`src/rtl/pid_pkg.sv`:
```
// Shared widths, signed types and the unsigned-8 saturation helper for the PD(I) velocity controller.
package pid_pkg;

  localparam int VEL_W   = 8;
  localparam int GAIN_W  = 4;
  localparam int ERR_W   = 9;
  localparam int DERIV_W = 10;
  localparam int ACC_W   = 16;

  typedef logic signed [ERR_W-1:0]   err_t;
  typedef logic signed [DERIV_W-1:0] deriv_t;
  typedef logic signed [ACC_W-1:0]   acc_t;

  function automatic logic [VEL_W-1:0] sat_u8(input acc_t v);
    if (v < acc_t'(0)) begin
      return '0;
    end else if (v > acc_t'(255)) begin
      return {VEL_W{1'b1}};
    end else begin
      return v[VEL_W-1:0];
    end
  endfunction

endpackage

```
`src/rtl/pid_sat_u8.sv`:
```
// Combinational clamp of a signed 16-bit control value onto the 0..255 drive range.
module pid_sat_u8
  import pid_pkg::*;
(
  input  logic [ACC_W-1:0] din,
  output logic [VEL_W-1:0] dout
);

  assign dout = sat_u8($signed(din));

endmodule

```
`src/rtl/pid_controller.sv`:
```
// PD velocity controller with registered, saturated 8-bit drive output.
// Defining PID_INTEGRAL_EN adds a clamped integral term (anti-windup).
module pid_controller
  import pid_pkg::*;
#(
  parameter int SETPOINT   = 128,
  parameter int OUT_OFFSET = 128,
  parameter int SHIFT      = 2,
  parameter int KI_SHIFT   = 4,
  parameter int INT_LIMIT  = 1024
) (
  input  logic             clk,
  input  logic             rst_n,
  input  logic             ce,
  input  logic [VEL_W-1:0] current_vel,
  input  logic [GAIN_W-1:0] kp,
  input  logic [GAIN_W-1:0] kd,
  output logic [VEL_W-1:0] vel_output
);

  localparam err_t SP = err_t'(SETPOINT);

  err_t             e;
  err_t             prev_error;
  deriv_t           d;
  acc_t             p;
  acc_t             q;
  acc_t             u;
  acc_t             s;
  acc_t             r;
  logic [VEL_W-1:0] sat_val;

`ifdef PID_INTEGRAL_EN
  localparam acc_t INT_MAX = acc_t'(INT_LIMIT);
  localparam acc_t INT_MIN = acc_t'(-INT_LIMIT);

  acc_t integ;
  acc_t integ_sum;
  acc_t integ_next;

  always_comb begin
    integ_sum = integ + acc_t'(e);
    if (integ_sum > INT_MAX) begin
      integ_next = INT_MAX;
    end else if (integ_sum < INT_MIN) begin
      integ_next = INT_MIN;
    end else begin
      integ_next = integ_sum;
    end
  end

  always_ff @(posedge clk or negedge rst_n) begin
    if (!rst_n) begin
      integ <= '0;
    end else if (ce) begin
      integ <= integ_next;
    end
  end
`else
  logic [31:0] unused_cfg;
  assign unused_cfg = KI_SHIFT ^ INT_LIMIT;
`endif

  // Every operand is widened before combining so no intermediate can wrap.
  always_comb begin
    e = SP - err_t'({1'b0, current_vel});
    d = deriv_t'(e) - deriv_t'(prev_error);
    p = acc_t'(e) * acc_t'($signed({1'b0, kp}));
    q = acc_t'(d) * acc_t'($signed({1'b0, kd}));
`ifdef PID_INTEGRAL_EN
    u = p + q + (integ >>> KI_SHIFT);
`else
    u = p + q;
`endif
    s = u >>> SHIFT;
    r = s + acc_t'(OUT_OFFSET);
  end

  pid_sat_u8 u_sat (
    .din  (r),
    .dout (sat_val)
  );

  always_ff @(posedge clk or negedge rst_n) begin
    if (!rst_n) begin
      vel_output <= '0;
      prev_error <= '0;
    end else if (ce) begin
      vel_output <= sat_val;
      prev_error <= e;
    end
  end

endmodule

```
`config.mk`:
```
export PLATFORM = sky130hd
export DESIGN_NAME = pid_controller
export DESIGN_NICKNAME = d
export VERILOG_FILES = /design/src/rtl/pid_pkg.sv /design/src/rtl/pid_sat_u8.sv /design/src/rtl/pid_controller.sv
export SDC_FILE = /design/constraint.sdc
export NUM_CORES = 1
export LEC_CHECK = 0
export ABC_CLOCK_PERIOD_IN_PS = 7300
export CAP_MARGIN = 20
export CORE_MARGIN = 2
export CORE_UTILIZATION = 25
export CTS_CLUSTER_SIZE = 30
export DETAILED_ROUTE_END_ITERATION = 12
export PLACE_DENSITY = 0.48
export SLEW_MARGIN = 20
export SYNTH_ARGS = -nofsm -noshare
export SYNTH_HDL_FRONTEND = slang
export SYNTH_SLANG_ARGS = --single-unit
```
`constraint.sdc`:
```
create_clock -name clk -period 7.3 [get_ports clk]
set_input_delay 1.46 -clock clk [delete_from_list [all_inputs] [get_ports clk]]
set_output_delay 1.46 -clock clk [all_outputs]
set_load 0.05 [all_outputs]
```
-- Word-level counts from Yosys, hierarchy flattened
Cells that the tools add are included.
W data, S select, Z words.
- $add $sub $neg: 4
- muxes and demuxes: 2
- $lt $le $gt $ge: 2
- $mul: 2
- operators with widths (operator ; count):
    $add A14 B15 Y16 ; 1
    $mux W8 ; 2
    $add A14 B9 Y15 const B ; 1
    $gt A15 B9 Y1 const B ; 1
    $lt A15 B1 Y1 const B ; 1
    $mul A10 B5 Y15 ; 1
    $mul A9 B5 Y14 ; 1
    $sub A9 B9 Y10 ; 1
    $sub A8 B8 Y9 const A ; 1
- logic and storage cells: 12
- bits in registers: 17
- output and inout port bits: 8

-- Logic depth before layout (Yosys ltp)
Gate-level depths: netlist of the first run.
- word-level depth: 8
- gate-level depth with buffers: 37
- depth with buffers taken out: 35

-- By module
A second synthesis of the first run with hierarchy kept.
- cells, all modules: 525
- area, all modules: 4634.4 um^2
- modules (own cells, without submodules) (module ; area an instance (um^2) ; instances ; cells each):
    pid_controller ; 4520.6 ; 1 ; 505
    pid_sat_u8 ; 113.9 ; 1 ; 20

-- Least setup slack after synthesis of the first run
Ideal clock, no wire load.
- path type: input to register
- start point: in current_vel[0]
- end point: reg vel_output[0]
- buffers on the path: 2
- setup slack: -1849 ps
- arrival time: 9006 ps
- stages: 34
- cell sequence: clkbuf_1 > inv_1 > ha_1 > xnor2_1 > ha_1 > nor2b_1 > o21ai_0 > a21boi_0 > o21a_1 > o21ai_0 > nand2_1 > a21oi_1 > xnor2_1 > and2_1 > ha_1 > inv_1 > fa_1 > fa_1 > inv_1 > fa_1 > inv_1 > fa_1 > inv_1 > ha_1 > buf_6 > inv_1 > a21oi_2 > or4_4 > o211ai_4 > nand2_2 > or4_4 > o41a_1 > o311ai_4 > nand3_2
- cells in the longest elaborated chain, start to end: 8
- elaborated cells between the ends (all ways): 10
- those cells by class: add/sub: 4; mul: 2; order compare: 2; mux: 2
- RTL lines (item ; RTL line ; RTL):
    start, declared ; pid_controller.sv:15 ; input logic [VEL_W-1:0] current_vel,
    $sub A8 B8 Y9 (*) ; pid_controller.sv:66 ; e = SP - err_t'({1'b0, current_vel});
    net e[2] ; pid_controller.sv:23 ; err_t e;
    $sub A9 B9 Y10 ; pid_controller.sv:67 ; d = deriv_t'(e) - deriv_t'(prev_error);
    $mul A10 B5 Y15 ; pid_controller.sv:69 ; q = acc_t'(d) * acc_t'($signed({1'b0, kd}));
    $add A14 B15 Y16 (*) ; pid_controller.sv:73 ; u = p + q;
    $add A14 B9 Y15 (*) ; pid_controller.sv:76 ; r = s + acc_t'(OUT_OFFSET);
    $gt A15 B9 Y1 ; pid_pkg.sv:17 ; end else if (v > acc_t'(255)) begin
    $mux W8 ; pid_pkg.sv:17 ;
    $mux W8 (*) ; pid_pkg.sv:15 ; if (v < acc_t'(0)) begin
    end signal, assigned ; pid_controller.sv:89 ; vel_output <= sat_val;
    end, declared ; pid_controller.sv:18 ; output logic [VEL_W-1:0] vel_output
Mark *: on every way through the listed nets, which the timed path passes. The rest lies on a longest branch.
A chain may end at the register's enable or synchronous reset.

-- Final worst setup path of the first run
- start point: in current_vel[1]
- end point: reg vel_output[0]
Same word-level chain as after synthesis.

==> metrics, run 1 <==
max-slew violation count=0; Port Buffers=26; clock sinks=17; Yosys cell types=64; maxcap violations=0; Core ar.=19270 µm²; Hold Crit Class=flip-flop to flip-flop; Placed Instances=952; Final setup viols=8; first-pass iteration count of the detailed router=4; run status=finished with violations; WL met1=6.121 mm; per-cell routed wire length=13.08 µm; io pins=27; synthesized area=4863 µm²; die width=143.5 µm; met3 wire len=256 µm; share of post-route cells with drive strength above 1=32.34%; WP data arrival=8.26 ns; clk_lat worst skew=0.26 ns; CP bufs+invs=10; Syn Area/Cell=8.562 µm²; #FFs+latches synth=17; Syn Inst Count=568; Worst-path clk slew=0.05 ns; area of the die=20590 µm²; first-pass GRT wire length=22.36 mm; clock tree buffer depth=2; RSZ-0062 raised after global routing=yes; grt ovf=0; largest net degree at the start of global routing=36; Crit Path Class=input pin to flip-flop; Yosys Warn Count=0; Global Route Usage Sum=13.42%; hold slack=0.5006 ns; Worst Reg-to-Reg Cells=32; antenna violations before repair=0; placed wire-length estimate=10.76 mm; Worst path top cell family by delay=adder cells; gp weighted congestion=0.9316; Top Metal Used=met4; number of global-route vias before repair=4713; startpoint types=input pin; Final Worst Setup Slack=-0.8167 ns; CP Max Fanout=8; top cell type by total area after synthesis=fa_1; post-route ant nets=0; Tcrit/Tclk final=111.2%; met2 wire len=6.020 mm; final cell count without fillers=967; max frequency=123.2 MHz; Hold Vio Cnt, Final=0; via density per instance=4.356; CP required=7.44 ns; Post-route DRC=0; Diodes inserted=0; critical path's largest stage delay=0.52 ns; slowest CP cell=fa_1; Root Driver=clkbuf_16; Die H=143.5 µm; number of stages on the worst setup path=36; Hold Crit Depth=2; Clock Skew=0.002218 ns; Area Growth Syn to Fin=41.55%; top cells by area, synth=fa_1 26%, ha_1 15%, dfrtp_1 8.7%, inv_1 7.9%, and2_1 5.8%; initial core utilization=25.24%; via count=4212; asr flop ratio synth=100.0%; register area share after synthesis=8.747%; Inserted Clock Buffers=3; top-area cell type share of the netlist area=25.93%; H-tree levels=1; syn_nets=707; Total Wirelength=12.65 mm; Hold-fix buffers, CTS=0; Least-Margin Pin Slew=0.8868 ns; EDFF count, synth=0; layout net count=842; min cycle time layout=8.117 ns; failing checks=negative setup slack; relative slew slack=40.69%; crit end category=flip-flop; CTS tree=built; Core Rows=51; ys flop type=dfrtp_1; Initial DRC Count=164
metal layers:
layer  up-vias  global-route usage (%)
met4         0                   3.922
li1       2097                       -
met1      2056                   18.45
met5         -                       0
met3        12                  0.6331
met2        47                   22.88
path summary, 6_finish.rpt:
kind	endpoint	slack, ns	startpoint
max reg2reg	vel_output[0]	0.24	prev_error[0]
max	vel_output[0]	-0.82	current_vel[1]
max in group asynchronous	vel_output[7]	5.05	rst_n
min reg2reg	vel_output[0]	0.50	vel_output[0]
min	vel_output[0]	0.50	vel_output[0]
min in group asynchronous	prev_error[8]	1.70	rst_n
cells by family (layout without fill, tap and decap cells):
kind of cell    after synthesis  after routing  synth area share (%)
compound gates               91             91                 13.74
xor+xnor                     32             32                 5.763
fa+ha+maj                   120            120                 40.60
buf+inv                     122            256                 10.29
flops                        17             17                 8.747
mux                           3              3                0.6689
simple gates                183            183                 20.20
layout make-up:
type / instances / area (µm²)
clock buffers: 4 / 78.83
flip-flops and latches: 17 / 425.4
fillers: 2032 / 12390
inverters: 103 / 399.1
well taps: 265 / 331.6
multi-input cells: 429 / 4414
repair buffers: 149 / 1235
placed cells by master, fill, tap and decap left out, types with 4 or more instances in the layout:
| cell type | n |
|---|---|
| a21oi_1 | 9 |
| clkdlybuf4s50_1 | 20 |
| nand2_2 | 4 |
| a21o_1 | 4 |
| o21ai_1 | 6 |
| o21ai_0 | 19 |
| dfrtp_1 | 17 |
| nor3_1 | 4 |
| xnor2_2 | 6 |
| inv_1 | 95 |
| o21ai_2 | 7 |
| xnor2_1 | 13 |
| nor2b_1 | 10 |
| fa_1 | 62 |
| and2_1 | 44 |
| ha_4 | 12 |
| xor2_1 | 10 |
| ha_1 | 42 |
| nor2_1 | 20 |
| inv_2 | 5 |
| buf_12 | 4 |
| nand2_1 | 50 |
| nand3b_1 | 6 |
| nand3_1 | 10 |
| o211ai_1 | 4 |
| buf_4 | 118 |
registers in the layout (all words and copies together) (netlist names):
| name | flops |
|---|---|
| prev_error | 9 |
| vel_output | 8 |
timing repair:
action / CTS / global route
gates resized for setup: 71 / 31
endpoints found under the setup margin: 8 / 8
setup buffers: 10 / 1
pin swaps: 64 / 22
per-stage QoR:
stage / util (%) / setup slack [ns] / cell area, µm² / setup TNS, ns
finish: 35.72 / -0.8167 / 6884 / -6.485
global route: 35.72 / -1.165 / 6884 / -9.285
CTS: 35.11 / -0.9606 / 6765 / -7.643
detailed placement: 32.89 / -2.077 / 6339 / -16.51
global placement: 32.89 / -2.060 / 6339 / -16.34
floorplan: - / -1.267 / 5016 / -10.04
Yosys cell counts, drive strengths merged, types with 13 or more instances:
library cell and instances:
nand3 13, and2 46, inv 103, dfrtp 17, fa 63, o21ai 34, clkbuf 17, a21oi 13
ha 57, nand2 57, xnor2 20, nor2 22
worst register-to-register path: cells and delay by family (launching register included):
| family | cells | cell delay [ns] |
|---|---|---|
| buffers and inverters | 6 | 0.47 |
| AND/OR/NAND/NOR | 7 | 1.25 |
| XOR/XNOR | 2 | 0.25 |
| flip-flops | 1 | 0.42 |
| adder cells (fa/ha/maj) | 8 | 3.08 |
| AO/OA/AOI/OAI | 9 | 1.48 |
Power of run 1 is left out: the tool's default activity adds up to more than one toggle a clock period on the data nets, which glitch-free logic cannot reach.
==> run 2: changes to the inputs <==
--- a/config.mk
+++ b/config.mk
@@ -8,11 +8,11 @@
 export ABC_CLOCK_PERIOD_IN_PS = 7300
 export CAP_MARGIN = 20
 export CORE_MARGIN = 2
-export CORE_UTILIZATION = 25
+export CORE_UTILIZATION = 35
 export CTS_CLUSTER_SIZE = 30
 export DETAILED_ROUTE_END_ITERATION = 12
-export PLACE_DENSITY = 0.48
-export SLEW_MARGIN = 20
+export PLACE_DENSITY = 0.6
+export SLEW_MARGIN = 40
 export SYNTH_ARGS = -nofsm -noshare
 export SYNTH_HDL_FRONTEND = slang
 export SYNTH_SLANG_ARGS = --single-unit
==> constraint.sdc (replaced) <==
create_clock -name clk -period 7.3 [get_ports clk]
set_input_delay 0.73 -clock clk [delete_from_list [all_inputs] [get_ports clk]]
set_output_delay 0.73 -clock clk [all_outputs]
set_load 0.05 [all_outputs]
==> run 2 against run 1 <==
  * The flow still finishes with violations (negative setup slack)
  * Cell count is 9.0% lower
  * Maximum frequency is 3.3% higher
  * Sequential share of layout area is 0.19 points higher
  * Core utilization is 13 points higher
  * Sequential cell count stayed put
  * Critical path depth stayed put
  * Clock-buffer cell count is 1 lower
  * Via count is 1.0% higher
==> metrics, run 2 (same netlist as run 1, synthesis figures left out) <==
Regs by FF count=prev_error (9), vel_output (8); die width=121.9 µm; area of the die=14850 µm²; Worst-path clk slew=0.06 ns; most common cell after layout, fill and taps aside=buf_4; clock sinks=17; Port Buffers=26; gp weighted congestion=0.8109; max-slew violation count=0; Hold Crit Class=input pin to async pin; H-tree levels=1; first-pass iteration count of the detailed router=4; run status=finished with violations; antenna violations before repair=0; Total Wirelength=12.18 mm; hold slack=0.4076 ns; min cycle time layout=7.858 ns; failing checks=negative setup slack; max frequency=127.3 MHz; largest net degree at the start of global routing=36; clk_lat worst skew=0.26 ns; post-route ant nets=0; clock tree buffer depth=2; Global Route Usage Sum=17.31%; Root Driver=clkbuf_16; Hold-fix buffers, CTS=0; Initial DRC Count=156; Hold Vio Cnt, Final=0; WP data arrival=8.00 ns; share of post-route cells with drive strength above 1=30.57%; Setup TNS=-4.393 ns; io pins=27; per-cell routed wire length=13.84 µm; initial core utilization=35.45%; first-pass GRT wire length=21.01 mm; CTS tree=built; commonest cells after routing, fill and taps aside=115 x buf_4, 96 x inv_1, 62 x fa_1, 52 x nand2_1, 48 x ha_1; Largest register FFs=9; via density per instance=4.836; Inserted Clock Buffers=3; Core ar.=13720 µm²; startpoint types=input pin; Final Worst Setup Slack=-0.5584 ns; number of global-route vias before repair=4559; Crit Path Class=input pin to flip-flop; maxcap violations=0; CP dominant cell by count=inv_2; Diodes inserted=0; crit end category=flip-flop; Post-route DRC=0; Area Growth Syn to Fin=37.25%; Die H=121.9 µm; R2R Setup Slk=-0.26 ns; placed wire-length estimate=10.34 mm; RSZ-0062 raised after global routing=yes; Core Rows=43; layout net count=840; Least-Margin Pin Slew=0.5385 ns; CP required=7.45 ns; Tcrit/Tclk final=107.6%; via count=4256; critical path's largest stage delay=0.54 ns; grt ovf=0; largest register by flop count=prev_error; CP Max Fanout=8; relative slew slack=64.02%; Clock Skew=0.001464 ns; Final setup viols=8; slowest CP cell=fa_1
[run 2: cell types whose count changed in the layout (fill, tap and decap cells not counted), sizes merged]
cell,delta
buf,-3
clkbuf,-1
clkdlybuf4s50,-1
clkinv,+1
dlygate4sd2,-1
dlymetal6s2s,+3
[run 2: layout make-up]
cell class              count  area, µm²
repair buffers            147       1237
clock inverters             1      5.005
fillers                  1289       7044
inverters                 103      394.1
multi-input cells         429       4313
well taps                 180      225.2
clock buffers               3      75.07
flip-flops and latches     17      425.4
[run 2: per-stage QoR]
step                      instance area (µm²)  std cells  utilization, %  worst slack, ns
after floorplan                          5016        568               -          -0.5368
after global routing                     6675        880           48.65          -0.8574
final                                    6675        880           48.65          -0.5584
after global placement                   6190        858           45.12           -1.267
after CTS                                6384        865           46.53          -0.6936
after detailed placement                 6190        858           45.12           -1.395
[run 2: worst paths after layout]
path | from | to | cells past startpoint
hold / removal | rst_n | prev_error[3] | 1
min in group clk | vel_output[1] | vel_output[1] | 2
hold reg to reg | vel_output[1] | vel_output[1] | 2
max in group asynchronous | rst_n | prev_error[6] | 1
setup reg to reg | prev_error[0] | vel_output[0] | 33
setup / recovery | current_vel[1] | vel_output[0] | 36
[run 2: per-layer routing]
metal | vias to the layer above | routed length, µm | track usage (%) | part of all wire (%)
li1 | 2096 | - | - | -
met1 | 2095 | 5577 | 24.03 | 46
met2 | 57 | 6178 | 30.31 | 51
met3 | 8 | 319 | 0.9363 | 2.6
met4 | 0 | 101 | 2.874 | 0.83
met5 | - | 0 | 0 | 0
[run 2: repair_timing]
item,in CTS,in global routing
setup endpoints to repair,8,8
setup buffers,5,15
pin swaps,25,47
resized for setup,19,53
[run 2: worst max-delay path: cells and delay by family]
kind / cells / cell delay, ns
adders and majority gates: 8 / 2.95
AOI/OAI and AO/OA: 10 / 2.20
and+or+nand+nor: 6 / 1.03
buffers and inverters: 10 / 0.77
xor gates and xnor gates: 2 / 0.29
Power of run 2 is left out for the same reason.
==> run 3: changes to the inputs <==
--- a/config.mk
+++ b/config.mk
@@ -12,7 +12,7 @@
 export CTS_CLUSTER_SIZE = 30
 export DETAILED_ROUTE_END_ITERATION = 12
 export PLACE_DENSITY = 0.6
-export SLEW_MARGIN = 40
+export SLEW_MARGIN = 10
 export SYNTH_ARGS = -nofsm -noshare
 export SYNTH_HDL_FRONTEND = slang
 export SYNTH_SLANG_ARGS = --single-unit
==> run 3 against run 2 <==
  * The run still ends with negative setup slack left
  * Critical path type unchanged
  * Highest routed layer unchanged
  * Core utilization hardly changed
  * First-iteration DRC count stayed put
  * Die area stayed put
  * Register-to-register slack hardly changed
==> metrics, run 3 (same netlist as run 1, synthesis figures left out) <==
first-pass GRT wire length=21.01 mm; Initial DRC Count=156; Worst Reg-to-Reg Cells=33; hold path start=vel_output[1]; Clock Skew=0.001724 ns; Diodes inserted=0; Regs by FF count=prev_error (9), vel_output (8); run status=finished with violations; WP data arrival=8.01 ns; maxcap violations=0; per-cell routed wire length=13.86 µm; Hold Crit Class=flip-flop to flip-flop; CP required=7.45 ns; largest register by flop count=prev_error; Total Wirelength=12.20 mm; hold path endpoint=vel_output[1]; post-route ant nets=0; FF-to-FF End=vel_output[0]; failing checks=negative setup slack; Root Driver=clkbuf_16; Crit Path Class=input pin to flip-flop; Setup TNS=-4.403 ns; area of the die=14850 µm²; Port Buffers=26; layout net count=840; commonest cells after routing, fill and taps aside=115 x buf_4, 96 x inv_1, 62 x fa_1, 52 x nand2_1, 48 x ha_1; via density per instance=4.818; first-pass iteration count of the detailed router=4; Global Route Usage Sum=17.31%; max-slew violation count=0; Largest register FFs=9; critical path's largest stage delay=0.54 ns; via count=4240; R2R Setup Slk=-0.26 ns; die width=121.9 µm; Area Growth Syn to Fin=37.36%; max frequency=127.2 MHz; Tcrit/Tclk final=107.7%; Final setup viols=8; largest net degree at the start of global routing=36; Least-Margin Pin Slew=0.8654 ns; gp weighted congestion=0.8109; antenna violations before repair=0; RSZ-0062 raised after global routing=yes; Hold Vio Cnt, Final=0; crit end category=flip-flop; io pins=27; Worst-path clk slew=0.06 ns; reg2reg start=prev_error[0]; Post-route DRC=0; share of post-route cells with drive strength above 1=30.43%; Die H=121.9 µm; hold slack=0.5344 ns; CTS tree=built; Core ar.=13720 µm²; DP Worst Slack=-1.395 ns; CP dominant cell by count=inv_2; clock tree buffer depth=2; placed wire-length estimate=10.34 mm; Final Worst Setup Slack=-0.5596 ns; number of global-route vias before repair=4559; initial core utilization=35.45%; startpoint types=input pin; min cycle time layout=7.860 ns; Core Rows=43; clock sinks=17; most common cell after layout, fill and taps aside=buf_4; CP Max Fanout=8; clk_lat worst skew=0.26 ns; grt ovf=0; slowest CP cell=fa_1; Inserted Clock Buffers=3; Hold Crit Depth=2; relative slew slack=42.13%; H-tree levels=1
==> run 3: per-stage QoR <==
step	instance area (µm²)	util, %	instances
2_1_floorplan	5016	-	568
3_3_place_gp	6190	45.12	858
3_5_place_dp	6190	45.12	858
4_1_cts	6384	46.53	865
5_1_grt	6680	48.69	880
6_report	6680	48.69	880
==> run 3: timing repair <==
| action | 4_1_cts | 5_1_grt |
|---|---|---|
| buffers inserted | 5 | 15 |
| pin swaps | 25 | 47 |
| hold buffers | 0 | 0 |
| cloned | 0 | 0 |
| endpoints found under the setup margin | 8 | 8 |
| gates resized for setup | 19 | 53 |
==> run 3: critical path: cells and delay by family <==
family	cells	cell delay (ns)
and+or+nand+nor	6	1.03
buffers and inverters	10	0.77
adders and majority gates	8	2.95
xor gates and xnor gates	2	0.29
AOI/OAI and AO/OA	10	2.21
==> run 3: worst max-delay path by stage <==
stage	startpoint	endpoint	slack (ns)	depth (start not counted)
floorplan	current_vel[0]	vel_output[0]	-0.54	34
global placement	current_vel[0]	vel_output[0]	-1.27	34
detailed placement	current_vel[0]	vel_output[0]	-1.40	35
CTS	current_vel[2]	vel_output[0]	-0.69	32
global route	current_vel[3]	vel_output[0]	-0.86	32
finish	current_vel[1]	vel_output[0]	-0.56	36
==> run 3: area by class of cell <==
cell class,count,area [µm²]
Fill cell,1289,7039
Multi-Input combinational cell,429,4313
Timing Repair Buffer,147,1242
Sequential cell,17,425.4
Inverter,103,394.1
Tap cell,180,225.2
Clock buffer,3,75.07
Clock inverter,1,5.005
==> run 3: metal layers <==
| layer | global-route usage [%] | vias up | wire length, µm |
|---|---|---|---|
| met2 | 30.31 | 55 | 6175 |
| li1 | - | 2095 | - |
| met1 | 24.03 | 2084 | 5614 |
| met5 | 0 | - | 0 |
| met3 | 0.9363 | 6 | 325 |
| met4 | 2.874 | 0 | 80 |
Power of run 3 is left out for the same reason.
==> edit 1 (config.mk and constraints of run 2) <==
`VEL_W`: 8 -> 7.
--- a/src/rtl/pid_pkg.sv
+++ b/src/rtl/pid_pkg.sv
@@ -1,7 +1,7 @@
 // Shared widths, signed types and the unsigned-8 saturation helper for the PD(I) velocity controller.
 package pid_pkg;
 
-  localparam int VEL_W   = 8;
+  localparam int VEL_W   = 7;
   localparam int GAIN_W  = 4;
   localparam int ERR_W   = 9;
   localparam int DERIV_W = 10;
Ports: changed (resized current_vel and vel_output); port bits go from 27 to 25. No check against the original RTL was run, so the function may have changed too.
==> edit 1 against run 2 <==
- sequential cell count down 2
- design area down 12%
- register-to-register slack better by 680 ps
- highest routed layer unchanged
- setup slack better by 600 ps
- clock skew up 0.54 ps
- synthesized area down 13%
- fmax up 8.3%
- non-clock buffer count down 32
- routed wire length down 5.9%
- largest cell class unchanged
- sequential share of layout area about the same
- critical path type unchanged
Power is not shown: default switching activity piles up to over one toggle a cycle in this logic, so the estimate is an artifact.
==> edit 1: results (changes against run 2) <==
| Metric | Value |
|---|---|
| Outcome | complete, no violations (was finished, violations left) |
| FF-to-FF path depth | 30 (was 33) |
| Top post-synthesis cells by area | fa_1, ha_1, dfrtp_1 (unchanged) |
| Synth cell types | 62 (was 64) |
| Syn nets | 614 (was 707) |
| List of most frequent post-synthesis cells | inv_1, ha_1, fa_1 (was inv_1, fa_1, ha_1) |
| Layout cell share with drive strength beyond 1 | 33.39% (was 30.57%) |
| Synth Area in Compound Gates | 15.16% (was 13.74%) |
| Post-cts sizing count | 46 (was 19) |
| Biggest registers after layout | prev_error (8), vel_output (7) (was prev_error (9), vel_output (8)) |
| Detailed placer's ending HPWL | 9165 um (was 10340 um) |
| CP Data Arrival Time | 7420 ps (was 8000 ps) |
| Mux contribution to synthesized area | 0.2654% (was 0.6689%) |
| Seq/Total Area, Yosys | 8.847% (was 8.747%) |
| Largest net degree at the start of global routing | 25 (was 36) |
| CP startpoint | current_vel[0] (was current_vel[1]) |
| Clock-cell share | 1.363% (was 1.200%) |
| GR Util All Layers | 17.78% (was 17.31%) |
| Detailed-route vias per instance | 5.180 (was 4.836) |
| Buffers inserted by post-CTS timing repair | 4 (was 5) |
| Max FO, Critical Path | 5 (was 8) |
| Adder-cell share of the synthesized area | 42.70% (was 40.60%) |
| Register area | 375.4 um^2 (was 425.4 um^2) |
| Clk_skew | 2.002 ps (was 1.464 ps) |
| WL per Instance | 15.61 um (was 13.84 um) |
| Fill count | 1110 (was 1289) |
| Multi-Input Combinational | 374 (was 429) |
| Mean Syn Cell Area | 8.839 um^2 (was 8.562 um^2) |
| DRT Wirelength | 11460 um (was 12180 um) |
| Inverter count | 79 (was 103) |
| FF+latch count | 15 (was 17) |
| Worst slew margin | 64.24% (was 64.02%) |
| First-pass GRT wire length | 18710 um (was 21010 um) |
| Non-CTS buffers | 115 (was 147) |
| Vias in the first global route | 3862 (was 4559) |
| PortBufs | 24 (was 26) |
| GP Congestion | 0.8752 (was 0.8109) |
## edit 1: through the flow
| step | area [um^2] | hold slack (ps) | setup TNS [ps] | setup WS, ps |
|---|---|---|---|---|
| finish | 5877 | 387.9 | 0 | 44.76 |
| CTS | 5639 | 529.5 | 0 | 3.898 |
| floorplan | 4308 | 434.4 | 0 | 4.231 |
| global route | 5877 | 425.9 | -1527 | -274.0 |
| global placement | 5279 | 518.5 | -4951 | -728.9 |
| detailed placement | 5279 | 520.9 | -6320 | -943.7 |
## edit 1: how the worst min path moves through the flow
stage             startpoint  depth (start not counted)            end
2_1_floorplan          rst_n                          0  prev_error[0]
3_3_place_gp   prev_error[0]                          1  prev_error[0]
3_5_place_dp   prev_error[0]                          1  prev_error[0]
4_1_cts        prev_error[0]                          1  prev_error[0]
5_1_grt                rst_n                          1  vel_output[5]
6_report               rst_n                          1  vel_output[5]
## edit 1: routing by layer
metal  global-route usage, %  routed length (um)
met5                       0                   0
met4                   5.041                 324
met3                   1.588                 508
met2                   30.20                5670
met1                   24.28                4957
==> edit 2 (config.mk and constraints of run 2) <==
Without the edit above. Register the inputs `current_vel`, `kp` and `kd` before use. The logic sees them one clock later. The other inputs are not delayed to match.
--- a/src/rtl/pid_controller.sv
+++ b/src/rtl/pid_controller.sv
@@ -19,6 +19,16 @@
 );
 
   localparam err_t SP = err_t'(SETPOINT);
+
+  logic [VEL_W-1:0] current_vel_q;
+  logic [GAIN_W-1:0] kp_q;
+  logic [GAIN_W-1:0] kd_q;
+
+  always_ff @(posedge clk) begin
+    current_vel_q <= current_vel;
+    kp_q          <= kp;
+    kd_q          <= kd;
+  end
 
   err_t             e;
   err_t             prev_error;
@@ -63,10 +73,10 @@
 
   // Every operand is widened before combining so no intermediate can wrap.
   always_comb begin
-    e = SP - err_t'({1'b0, current_vel});
+    e = SP - err_t'({1'b0, current_vel_q});
     d = deriv_t'(e) - deriv_t'(prev_error);
-    p = acc_t'(e) * acc_t'($signed({1'b0, kp}));
-    q = acc_t'(d) * acc_t'($signed({1'b0, kd}));
+    p = acc_t'(e) * acc_t'($signed({1'b0, kp_q}));
+    q = acc_t'(d) * acc_t'($signed({1'b0, kd_q}));
 `ifdef PID_INTEGRAL_EN
     u = p + q + (integ >>> KI_SHIFT);
 `else
Behaviour: not the same (a bounded check fails within 4 cycles, from zero or initial values and one cycle with rst_n low).
==> edit 2 against run 2 <==
- the run still ends with setup timing left
- design area is 5.2% lower
- routed wire length is 9.1% lower
- synthesized area is 1.1% higher
- sequential cell count is 16 higher
- die area is 1.0% higher
- setup slack better by 520 ps
Power is left out: the tool's default activity adds up to more than one toggle a clock period on the data nets, which glitch-free logic cannot reach.
==> edit 2: results (changes against run 2) <==
| Metric | Value |
|---|---|
| Drt pass-1 iters | 6 (was 4) |
| First-pass GRT wire length | 19290 um (was 21010 um) |
| Worst slew margin | 60.69% (was 64.02%) |
| Synth warnings | 0 (unchanged) |
| 1st-iter DRT viols | 197 (was 156) |
| Ys async rst share | 51.52% (was 100.0%) |
| CP Data Arrival Time | 7530 ps (was 8000 ps) |
| PortBufs | 26 (unchanged) |
| Setup WS post-layout | -39.66 ps (was -558.4 ps) |
| Critical Path Max Stage Delay | 560 ps (was 540 ps) |
| Layout cell share with drive strength beyond 1 | 22.99% (was 30.57%) |
| Non-Filler Instances | 815 (was 880) |
| Most used DFF post-synth | dfrtp_1 (unchanged) |
| Vias in the first global route | 4304 (was 4559) |
| Worst min path class | input pin to async pin (unchanged) |
| FF-to-FF path depth | 34 (was 33) |
| WL per Instance | 13.58 um (was 13.84 um) |
| Detailed placer's ending HPWL | 8714 um (was 10340 um) |
| GP Congestion | 0.7860 (was 0.8109) |
| Initial antenna violation count | 0 (unchanged) |
| Via count | 3949 (was 4256) |
| Nets | 773 (was 840) |
| Synth Instances | 550 (was 568) |
| Biggest registers after layout | prev_error (9), current_vel_q (8), vel_output (8) (was prev_error (9), vel_output (8)) |
| # setup viols final | 7 (was 8) |
| Clk_skew | 7.462 ps (was 1.464 ps) |
| Cells after DPL | 793 (was 858) |
| CTS root buf | clkbuf_16 (unchanged) |
| Outcome | finished, violations left (unchanged) |
| Top post-synthesis cells by area | fa_1, ha_1, dfrtp_1 (unchanged) |
| Reg clk slew, reported paths | 60 ps (about the same) |
| Antenna cells | 0 (unchanged) |
| Clock Tree Buf Depth | 2 (unchanged) |
| Failing checks | setup timing (unchanged) |
| Largest net degree at the start of global routing | 31 (was 36) |
| Seq/Total Area, Yosys | 15.17% (was 8.747%) |
| List of most frequent post-synthesis cells | inv_1, fa_1, ha_1 (unchanged) |
| Max FFs per register | 9 (unchanged) |
| Crit-path slowest cell | fa_1 (unchanged) |
| Synth cell types | 59 (was 64) |
| Syn nets | 689 (was 707) |
| Pre-CTS setup slack | -340.6 ps (was -1395 ps) |
| Clock Latency Late Sink | 290 ps (was 260 ps) |
| Max H-tree Level | 2 (was 1) |
| Fill count | 1353 (was 1289) |
| Max FO, Critical Path | 8 (unchanged) |
| CTS Buf Count | 5 (was 3) |
| GR Util All Layers | 16.03% (was 17.31%) |
-- edit 2: area by class of cell --
| type | count | share of cell area [%] |
|---|---|---|
| clock buffers | 6 | 2.194 |
| clock inverters | 2 | 0.5929 |
| inverters | 107 | 6.344 |
| multi-input cells | 397 | 63.87 |
| flip-flops and latches | 33 | 11.82 |
| well taps | 180 | 3.557 |
| repair buffers | 90 | 11.62 |
-- edit 2: kinds of logic (layout without fill, tap and decap cells) --
| group | after synthesis | count (layout) | synth area share (%) |
|---|---|---|---|
| DFF | 33 | 33 | 15.17 |
| AOI/OAI and AO/OA | 87 | 87 | 12.93 |
| adders and majority gates | 120 | 120 | 40.16 |
| xor gates and xnor gates | 29 | 29 | 5.167 |
| muxes | 2 | 2 | 0.4327 |
| buffers and inverters | 120 | 205 | 9.265 |
| and+or+nand+nor | 159 | 159 | 16.87 |
-- edit 2: worst paths after layout --
| kind | end | startpoint | slack (ps) |
|---|---|---|---|
| max in group asynchronous | prev_error[3] | rst_n | 6580 |
| min reg2reg | vel_output[1] | vel_output[1] | 530 |
| max reg2reg | vel_output[1] | current_vel_q[1] | -40 |
| min in group clk | vel_output[1] | vel_output[1] | 530 |
| min | vel_output[0] | rst_n | 390 |
| max | vel_output[1] | current_vel_q[1] | -40 |
-- edit 2: worst max-delay path, delay by kind of cell, from the launching register on --
kind                       cells  cell delay (ps)
buffers and inverters          6              460
adders and majority gates      9             3300
DFF                            1              330
and+or+nand+nor                4              560
xor gates and xnor gates       2              260
AOI/OAI and AO/OA             13             2320
-- edit 2: what timing repair did --
item | in CTS | in global routing
gates resized for setup | 27 | 44
buffers inserted | 5 | 9
endpoints found under the setup margin | 8 | 8
pin swaps | 21 | 45
-- edit 2: stage by stage --
step	cell area, um^2	utilization, %	TNS (ps)
finish	6331	45.97	-172.8
global route	6331	45.97	-3129
CTS	6065	44.03	0
detailed placement	5757	41.80	-2512
global placement	5762	41.83	-1095
floorplan	4955	-	0
-- edit 2: metal layers --
layer  share of wire [%]  wire (um)  global-route usage (%)
met1                  44       4834                   19.97
met2                  52       5743                   28.75
met3                 2.1        227                   1.766
met4                 2.4        263                   5.460
met5                   0          0                       0
